===== src/rtl/workout_session_ctrl.sv =====
// rtl/workout_session_ctrl.sv - workout session sequencer: sample tick, sensor req/ack, emergency alarm, timeout tracking
module workout_session_ctrl #(
  parameter int CLK_DIV     = 50000000,
  parameter int ACK_TIMEOUT = 16,
  parameter int EMERG_COUNT = 3,
  parameter int HR_EMERG    = 180
) (
  input  logic        clk,
  input  logic        rst,
  input  logic        start,
  input  logic        pause,
  input  logic        stop,
  input  logic        sens_ack,
  input  logic [7:0]  sens_hr,
  input  logic [1:0]  sens_steps,
  output logic        sens_req,
  output logic        calc_valid,
  output logic [7:0]  calc_hr,
  output logic [1:0]  calc_steps,
  output logic [2:0]  state,
  output logic [15:0] session_secs,
  output logic [7:0]  missed_samples,
  output logic        alarm,
  output logic        sensor_fault
);

  localparam int TW = $clog2(CLK_DIV);
  localparam int AW = $clog2(ACK_TIMEOUT + 1);
  localparam int EW = $clog2(EMERG_COUNT + 1);
  localparam logic [TW-1:0] TICK_LAST  = TW'(CLK_DIV - 1);
  localparam logic [AW-1:0] ACK_LAST   = AW'(ACK_TIMEOUT - 1);
  localparam logic [EW-1:0] EMERG_LAST = EW'(EMERG_COUNT);

  typedef enum logic [2:0] {
    S_IDLE     = 3'd0,
    S_RUN      = 3'd1,
    S_WAIT_ACK = 3'd2,
    S_PAUSE    = 3'd3,
    S_ALARM    = 3'd4,
    S_DONE     = 3'd5
  } state_e;

  state_e          state_q, state_d;
  logic [TW-1:0]   tick_cnt_q, tick_cnt_d;
  logic [AW-1:0]   to_cnt_q, to_cnt_d;
  logic [EW-1:0]   emerg_q, emerg_d;
  logic [2:0]      miss_q, miss_d;
  logic            pause_seen_q, pause_seen_d;
  logic [15:0]     secs_q, secs_d;
  logic [7:0]      missed_q, missed_d;
  logic            alarm_q, alarm_d;
  logic            fault_q, fault_d;
  logic            cvalid_q, cvalid_d;
  logic [7:0]      chr_q, chr_d;
  logic [1:0]      csteps_q, csteps_d;

  logic            counting, tick, in_wait, accept, timeout, hr_high;
  logic            emerg_hit, session_start;
  logic [EW-1:0]   emerg_inc;

  always_comb begin
    counting      = (state_q == S_RUN) || (state_q == S_WAIT_ACK);
    tick          = counting && (tick_cnt_q == TICK_LAST);
    in_wait       = (state_q == S_WAIT_ACK);
    // stop wins over a same-cycle ack, so the sample is discarded
    accept        = in_wait && sens_ack && !stop;
    timeout       = in_wait && !sens_ack && !stop && (to_cnt_q == ACK_LAST);
    hr_high       = int'(sens_hr) > HR_EMERG;
    emerg_inc     = emerg_q + EW'(1);
    emerg_hit     = accept && hr_high && (emerg_inc == EMERG_LAST);
    session_start = ((state_q == S_IDLE) || (state_q == S_DONE)) && start && !stop;
  end

  always_ff @(posedge clk or posedge rst) begin
    if (rst) state_q <= S_IDLE;
    else     state_q <= state_d;
  end

  always_comb begin
    state_d = state_q;
    case (state_q)
      S_IDLE, S_DONE: if (session_start) state_d = S_RUN;
      S_RUN: begin
        if (stop)       state_d = S_DONE;
        else if (pause) state_d = S_PAUSE;
        else if (tick)  state_d = S_WAIT_ACK;
      end
      S_WAIT_ACK: begin
        if (stop)                    state_d = S_DONE;
        else if (emerg_hit)          state_d = S_ALARM;
        else if (accept || timeout)  state_d = (pause_seen_q || pause) ? S_PAUSE : S_RUN;
      end
      S_PAUSE: begin
        if (stop)                 state_d = S_DONE;
        else if (start && !pause) state_d = S_RUN;
      end
      S_ALARM: if (stop) state_d = S_DONE;
      default: state_d = S_IDLE;
    endcase
  end

  always_comb begin
    tick_cnt_d   = tick_cnt_q;
    to_cnt_d     = to_cnt_q;
    emerg_d      = emerg_q;
    miss_d       = miss_q;
    pause_seen_d = pause_seen_q;
    secs_d       = secs_q;
    missed_d     = missed_q;
    alarm_d      = alarm_q;
    fault_d      = fault_q;
    chr_d        = chr_q;
    csteps_d     = csteps_q;
    cvalid_d     = accept;
    if (session_start) begin
      tick_cnt_d   = '0;
      to_cnt_d     = '0;
      emerg_d      = '0;
      miss_d       = '0;
      pause_seen_d = 1'b0;
      secs_d       = '0;
      missed_d     = '0;
      alarm_d      = 1'b0;
      fault_d      = 1'b0;
    end else begin
      if (counting) tick_cnt_d = tick ? '0 : tick_cnt_q + TW'(1);
      if (state_q == S_RUN) begin
        to_cnt_d     = '0;
        pause_seen_d = 1'b0;
      end
      if (in_wait) begin
        to_cnt_d = to_cnt_q + AW'(1);
        if (pause) pause_seen_d = 1'b1;
      end
      if (accept) begin
        chr_d    = sens_hr;
        csteps_d = sens_steps;
        miss_d   = '0;
        emerg_d  = hr_high ? emerg_inc : '0;
        if (secs_q != 16'hFFFF) secs_d = secs_q + 16'd1;
        if (emerg_hit) alarm_d = 1'b1;
      end
      // timeouts leave the emergency streak untouched
      if (timeout) begin
        if (missed_q != 8'hFF) missed_d = missed_q + 8'd1;
        if (miss_q != 3'd4)    miss_d   = miss_q + 3'd1;
        if (miss_q >= 3'd3)    fault_d  = 1'b1;
      end
    end
  end

  always_ff @(posedge clk or posedge rst) begin
    if (rst) begin
      tick_cnt_q   <= '0;
      to_cnt_q     <= '0;
      emerg_q      <= '0;
      miss_q       <= '0;
      pause_seen_q <= 1'b0;
      secs_q       <= '0;
      missed_q     <= '0;
      alarm_q      <= 1'b0;
      fault_q      <= 1'b0;
      cvalid_q     <= 1'b0;
      chr_q        <= '0;
      csteps_q     <= '0;
    end else begin
      tick_cnt_q   <= tick_cnt_d;
      to_cnt_q     <= to_cnt_d;
      emerg_q      <= emerg_d;
      miss_q       <= miss_d;
      pause_seen_q <= pause_seen_d;
      secs_q       <= secs_d;
      missed_q     <= missed_d;
      alarm_q      <= alarm_d;
      fault_q      <= fault_d;
      cvalid_q     <= cvalid_d;
      chr_q        <= chr_d;
      csteps_q     <= csteps_d;
    end
  end

  always_comb begin
    sens_req       = (state_q == S_WAIT_ACK);
    calc_valid     = cvalid_q;
    calc_hr        = chr_q;
    calc_steps     = csteps_q;
    state          = state_q;
    session_secs   = secs_q;
    missed_samples = missed_q;
    alarm          = alarm_q;
    sensor_fault   = fault_q;
  end

endmodule

===== config.mk =====
export PLATFORM = sky130hd
export DESIGN_NAME = workout_session_ctrl
export DESIGN_NICKNAME = d
export VERILOG_FILES = /design/src/rtl/workout_session_ctrl.sv
export SDC_FILE = /design/constraint.sdc
export NUM_CORES = 1
export LEC_CHECK = 0
export BUFFER_PORTS_ARGS = -buffer_cell sky130_fd_sc_hd__buf_4
export CORE_AREA = 4 4 92 94
export CTS_CLUSTER_DIAMETER = 120
export CTS_CLUSTER_SIZE = 20
export DETAILED_ROUTE_END_ITERATION = 6
export DIE_AREA = 0 0 96 98
export PLACE_DENSITY = 0.81
export SLEW_MARGIN = 10
export SYNTH_ARGS = -nofsm -noshare
export SYNTH_HDL_FRONTEND = slang
export SYNTH_SLANG_ARGS = --single-unit
export TNS_END_PERCENT = 10

===== constraint.sdc =====
create_clock -name clk -period 4.4 [get_ports clk]
set_input_delay 0.22 -clock clk [delete_from_list [all_inputs] [get_ports clk]]
set_output_delay 0.22 -clock clk [all_outputs]
set_load 0.05 [all_outputs]

==> results of run 1 <==
[per-stage QoR]
stage	instances	util
5_1_grt	602	0.621
4_1_cts	602	0.621
6_report	602	0.621
3_3_place_gp	588	0.602
3_5_place_dp	588	0.602
2_1_floorplan	444	-
[path summary, 6_finish.rpt]
| check | startpoint | cells past startpoint | end | slack [ns] |
|---|---|---|---|---|
| max | state[2] | 6 | session_secs[5] | 1.51 |
| min | sens_steps[0] | 3 | calc_steps[0] | 0.07 |
| max reg2reg | state[2] | 6 | session_secs[5] | 1.51 |
| min reg2reg | calc_hr[3] | 2 | calc_hr[3] | 0.49 |
| max in group asynchronous | rst | 3 | tick_cnt_q[23] | 3.37 |
| min in group asynchronous | rst | 2 | tick_cnt_q[13] | 0.08 |
[registers in the layout, summed over array words and instances, names as in the netlist]
name and cells:
miss_q 3, calc_hr 8, tick_cnt_q 26, alarm 1, session_secs 16, missed_samples 8
sensor_fault 1, calc_valid 1, state 3, emerg_q 2, pause_seen_q 1, calc_steps 2
to_cnt_q 5
[routing by layer]
metal / up-vias / routed length [um] / global-route usage
met5: - / 0 / 0
met4: 0 / 134 / 0.0766
li1: 1702 / - / -
met3: 12 / 450 / 0.0362
met2: 84 / 4390 / 0.320
met1: 1716 / 4060 / 0.267
[tightest hold or removal path, cell delays in order]
cell	delay [ns]
buf_4	0.08
nand2_1	0.04
nand2_1	0.05
[logic make-up (layout without fill, tap and decap cells)]
group           Yosys count  in the layout
simple gates            220            220
compound gates           78             78
flops                    77             77
buf+inv                  31             87
xor+xnor                 27             27
fa+ha+maj                 9              9
mux                       2              2
[report_power, final]
| group | switching, uW | internal [uW] |
|---|---|---|
| clock network | 230 | 196 |
| registers | 113 | 796 |
| logic | 543 | 222 |
| total | 885 | 1210 |
[area by class of cell]
cell class              instances  area, um^2
fillers                       621        2900
multi-input cells             336        2050
flip-flops and latches         77        1930
repair buffers                 58         435
clock buffers                  11         131
well taps                     102         128
inverters                      15        56.3
clock inverters                 3        15.0
[synthesized netlist by cell type (all sizes together) (6+ instances only)]
library cell	instances
nor2	47
o21ai	26
nand2b	6
buf	6
dfrtp	77
ha	9
clkbuf	10
a21oi	21
xnor2	7
o31ai	8
inv	15
xor2	20
nand3	17
nand2	62
or3	11
and4	7
nand4	20
and3	10
==> impl_metrics.json, run 1 <==
{
  "rows": 32,
  "leakage_uw": 0.00222,
  "synth_simple_gate_area_share": 0.286,
  "synth_area_leaders": "dfrtp_1 (47%), nand2_1 (5.7%), nor2_1 (4.3%)",
  "syn_inst": 444,
  "grt-ovfl-total": 0,
  "grt_max_degree": 45,
  "postCtsSetupBuffers": 0,
  "postSynthAreaPerCell_um2": 9.24,
  "drt-initial-drc-count": 210,
  "finalPower_uw": 2100,
  "yosysTopAreaCellShare": 0.470,
  "max_cap_viol_count": 0,
  "crit_arrival_ns": 3.15,
  "most-common-layout-cells": "dfrtp_1 (77), nand2_1 (62), buf_4 (58)",
  "grt_pass1_vias": 3295,
  "clock-sinks": 77,
  "pre_cts_ws_ns": 1.32,
  "post-route-period-util": 0.656,
  "ctsResizeCount": 0,
  "fin_nets": 522,
  "synth-seq-cells": 77,
  "synth_top_family_by_area": "simple AND/OR/NAND/NOR gates",
  "rsz0062_at_grt": "false",
  "synthFlopType": "dfrtp_1",
  "drc": 0,
  "fmax_ghz": 0.346,
  "antenna_found_initial": 0,
  "vias_per_cell": 5.84,
  "drive_gt1_frac": 0.168,
  "placed_area_mm2": 0.00460,
  "critPathMaxFanout": 18,
  "critPathRequiredTime_ns": 4.67,
  "final_common_cell": "dfrtp_1",
  "fin_skew_ns": 0.0114,
  "fp.dieArea_mm2": 0.00941,
  "drt_pre_antenna_iters": 4,
  "min_period_ns": 2.89,
  "die_h_um": 98,
  "wirelength_um": 9030,
  "end_kind": "flip-flop",
  "whs_ns": 0.0724,
  "grt_pass1_wl_um": 15200,
  "synth_compound_area_frac": 0.124,
  "synth_edf_count": 0,
  "worstHoldPathType": "in2reg",
  "numCtsBuffers": 9,
  "synthAdderAreaFrac": 0.0275,
  "io_buffers": 56,
  "place.gp.congestion": 0.830,
  "grt_usage": 0.200,
  "cts_tree": "built",
  "dp_hpwl_um": 6630,
  "ys_types": 52,
  "yosysTopAreaCell": "dfrtp_1",
  "crit_path_max_incr_delay_ns": 0.59,
  "tns_ns": 0,
  "area_growth_pct": 15.7,
  "ios": 57,
  "cp_slowest_cell": "dfrtp_1",
  "synth-warning-count": 0,
  "clkTransAtPathRegs_ns": 0.07,
  "slew_headroom": 0.399,
  "clock_latency_ns": 0.34,
  "num_vias": 3514,
  "worst_setup_path_start_kind": "flip-flop",
  "htree_num_levels": 3,
  "final_cell_area_mm2": 0.00475,
  "crit_family": "simple AND/OR/NAND/NOR gates",
  "muxShareOfSynthArea": 0.00488,
  "outcome": "finished clean",
  "clock_path_buffers": 2,
  "diodes": 0,
  "ys_seq_area_frac": 0.470,
  "syn_area_mm2": 0.00410,
  "antenna_left": 0,
  "tightest_slew_ns": 0.901,
  "cp_num_buf_inv": 1,
  "clock-root-buffer": "clkbuf_8",
  "ctsHoldBuffers": 0,
  "dieWidth_um": 96,
  "synthXorXnorAreaFrac": 0.0577,
  "report.final.slew_viol_count": 0,
  "crit_chain": "nor4b_2, nand2_1, inv_1, o21ai_1, or3_1, a21oi_1",
  "path_class": "reg2reg",
  "fin_ws_ns": 1.51,
  "hold_viol": 0,
  "coreArea_mm2": 0.00765,
  "synthArstFlopShare": 1.00,
  "syn_nets": 469,
  "p_per_area_mw_per_mm2": 442,
  "initial_core_util": 0.536,
  "ir_drop_mv": 0.279,
  "setup_viol": 0,
  "drt-wirelength-per-cell_um": 15.0
}
Note: power is estimated with default switching activity, not from simulation.
==> inputs of run 2 (changes only) <==
clock period = 2.8 ns   (was 4.4 ns; I/O delays follow)
==> run 2 against run 1 <==
Effect of this change:
- critical path depth rose by 1
- setup slack got worse by 1.1 ns
- sequential share of layout area fell by 1.5 points
- utilization rose by 2.3 points
- largest cell class unchanged
- design area rose by 3.7%
- register-to-register slack got worse by 1.1 ns
- via count rose by 0.26%
- clock-buffer cell count rose by 3
- sequential power rose by 54%
- worst hold slack got worse by 0.062 ns
- clock power rose by 80%
- fmax rose by 22%
==> impl_metrics.json, run 2 (synthesis gave the netlist of run 1 again) <==
{
  "outcome": "finished clean",
  "ctsHoldBuffers": 8,
  "clock-sinks": 77,
  "rows": 32,
  "setup_viol": 0,
  "worstHoldPathType": "in2reg",
  "postCtsSetupBuffers": 0,
  "clock_path_buffers": 2,
  "diodes": 0,
  "top_register": "tick_cnt_q",
  "fin_skew_ns": 0.00568,
  "place.gp.congestion": 0.849,
  "crit_start": "state[0]",
  "wirelength_um": 9180,
  "die_h_um": 98,
  "path_class": "reg2reg",
  "dieWidth_um": 96,
  "rr_startpoint": "state[0]",
  "leakage_uw": 0.00231,
  "min_period_ns": 2.38,
  "io_buffers": 56,
  "ir_drop_mv": 0.381,
  "slew_headroom": 0.482,
  "fp.dieArea_mm2": 0.00941,
  "initial_core_util": 0.536,
  "antenna_left": 0,
  "finalPower_uw": 3450,
  "numCtsBuffers": 9,
  "post-route-period-util": 0.849,
  "max_cap_viol_count": 0,
  "drt-initial-drc-count": 201,
  "worst_setup_path_start_kind": "flip-flop",
  "vias_per_cell": 5.70,
  "tns_ns": 0,
  "drt_pre_antenna_iters": 4,
  "p_per_area_mw_per_mm2": 701,
  "drt-wirelength-per-cell_um": 14.9,
  "area_growth_pct": 20.0,
  "endpoint": "session_secs[15]",
  "fin_nets": 537,
  "clock_latency_ns": 0.35,
  "final_common_cell": "dfrtp_1",
  "grt-ovfl-total": 0,
  "grt_usage": 0.205,
  "drc": 0,
  "nFillCells": 621,
  "critPathMaxFanout": 15,
  "ctsResizeCount": 0,
  "rr_worst_depth": 7,
  "coreArea_mm2": 0.00765,
  "num_vias": 3523,
  "clkTransAtPathRegs_ns": 0.07,
  "clock-root-buffer": "clkbuf_8",
  "drive_gt1_frac": 0.178,
  "grt_pass1_vias": 3349,
  "cts_tree": "built",
  "most-common-layout-cells": "dfrtp_1 (77), buf_4 (64), nand2_1 (62)",
  "largest_register_ffs": 26,
  "grt_pass1_wl_um": 15600,
  "fmax_ghz": 0.421,
  "crit_arrival_ns": 2.65,
  "hold_viol": 0,
  "htree_num_levels": 3,
  "rsz0062_at_grt": "false",
  "whs_ns": 0.0108,
  "grt_max_degree": 49,
  "reg2reg_to": "session_secs[15]",
  "r2r_slack_ns": 0.42,
  "tightest_slew_ns": 0.772,
  "report.final.slew_viol_count": 0,
  "antenna_found_initial": 0,
  "end_kind": "flip-flop",
  "ios": 57,
  "dp_hpwl_um": 6650,
  "critPathRequiredTime_ns": 3.07
}
run 2: cell types whose count changed in the layout (fill, tap and decap cells not counted):
cell,delta
dlygate4sd3_1,+8
buf_12,+1
clkbuf_8,+3
buf_4,+6
clkinv_2,-2
run 2: routing by layer:
metal | global-route usage | up-vias | share of wire
met5 | 0 | - | 0
met4 | 0.0613 | 0 | 0.010
met3 | 0.0447 | 9 | 0.059
met2 | 0.317 | 96 | 0.48
met1 | 0.287 | 1689 | 0.45
li1 | - | 1729 | -
run 2: per-stage QoR:
stage | setup WS (ns) | area, um^2 | util | instances
after floorplan | 0.472 | 4100 | - | 444
after global placement | 0.415 | 4670 | 0.610 | 595
after detailed placement | 0.298 | 4670 | 0.610 | 595
after CTS | 0.288 | 4920 | 0.644 | 618
after global routing | 0.227 | 4920 | 0.644 | 618
final | 0.424 | 4920 | 0.644 | 618
run 2: worst min path at each step:
stage / start / end / slack, ns / cells after the start
3_3_place_gp: rst / tick_cnt_q[17] / 0.27 / 2
4_1_cts: sens_hr[1] / calc_hr[1] / 0.009 / 3
6_report: sens_hr[1] / calc_hr[1] / 0.01 / 3
3_5_place_dp: rst / tick_cnt_q[17] / 0.28 / 2
5_1_grt: sens_hr[1] / calc_hr[1] / 0.03 / 3
2_1_floorplan: sens_hr[0] / calc_hr[0] / 0.25 / 2
run 2: critical path, stage by stage, from the launching register on:
cell and delay [ns]:
dfrtp_1 0.56, nor4b_2 0.37, nand2_1 0.28, inv_1 0.16, buf_4 0.20, o2111ai_1 0.21
or3_1 0.36, a21oi_1 0.16
run 2: layout make-up:
cell class	instances	area [um^2]	share of cell area
tap	102	128	0.0259
timing repair buffer	73	581	0.118
multi-input combinational	336	2050	0.417
clock inverter	1	5.00	0.00102
sequential	77	1930	0.391
clock buffer	14	173	0.0351
inverter	15	56.3	0.0114
run 2: where the power goes:
group	switching, uW	leakage (uW)	total [uW]	internal, uW
Sequential	147	0.00106	1400	1250
Combinational	883	0.00116	1290	402
Clock	378	0.0000926	767	390
Total	1410	0.00231	3450	2040
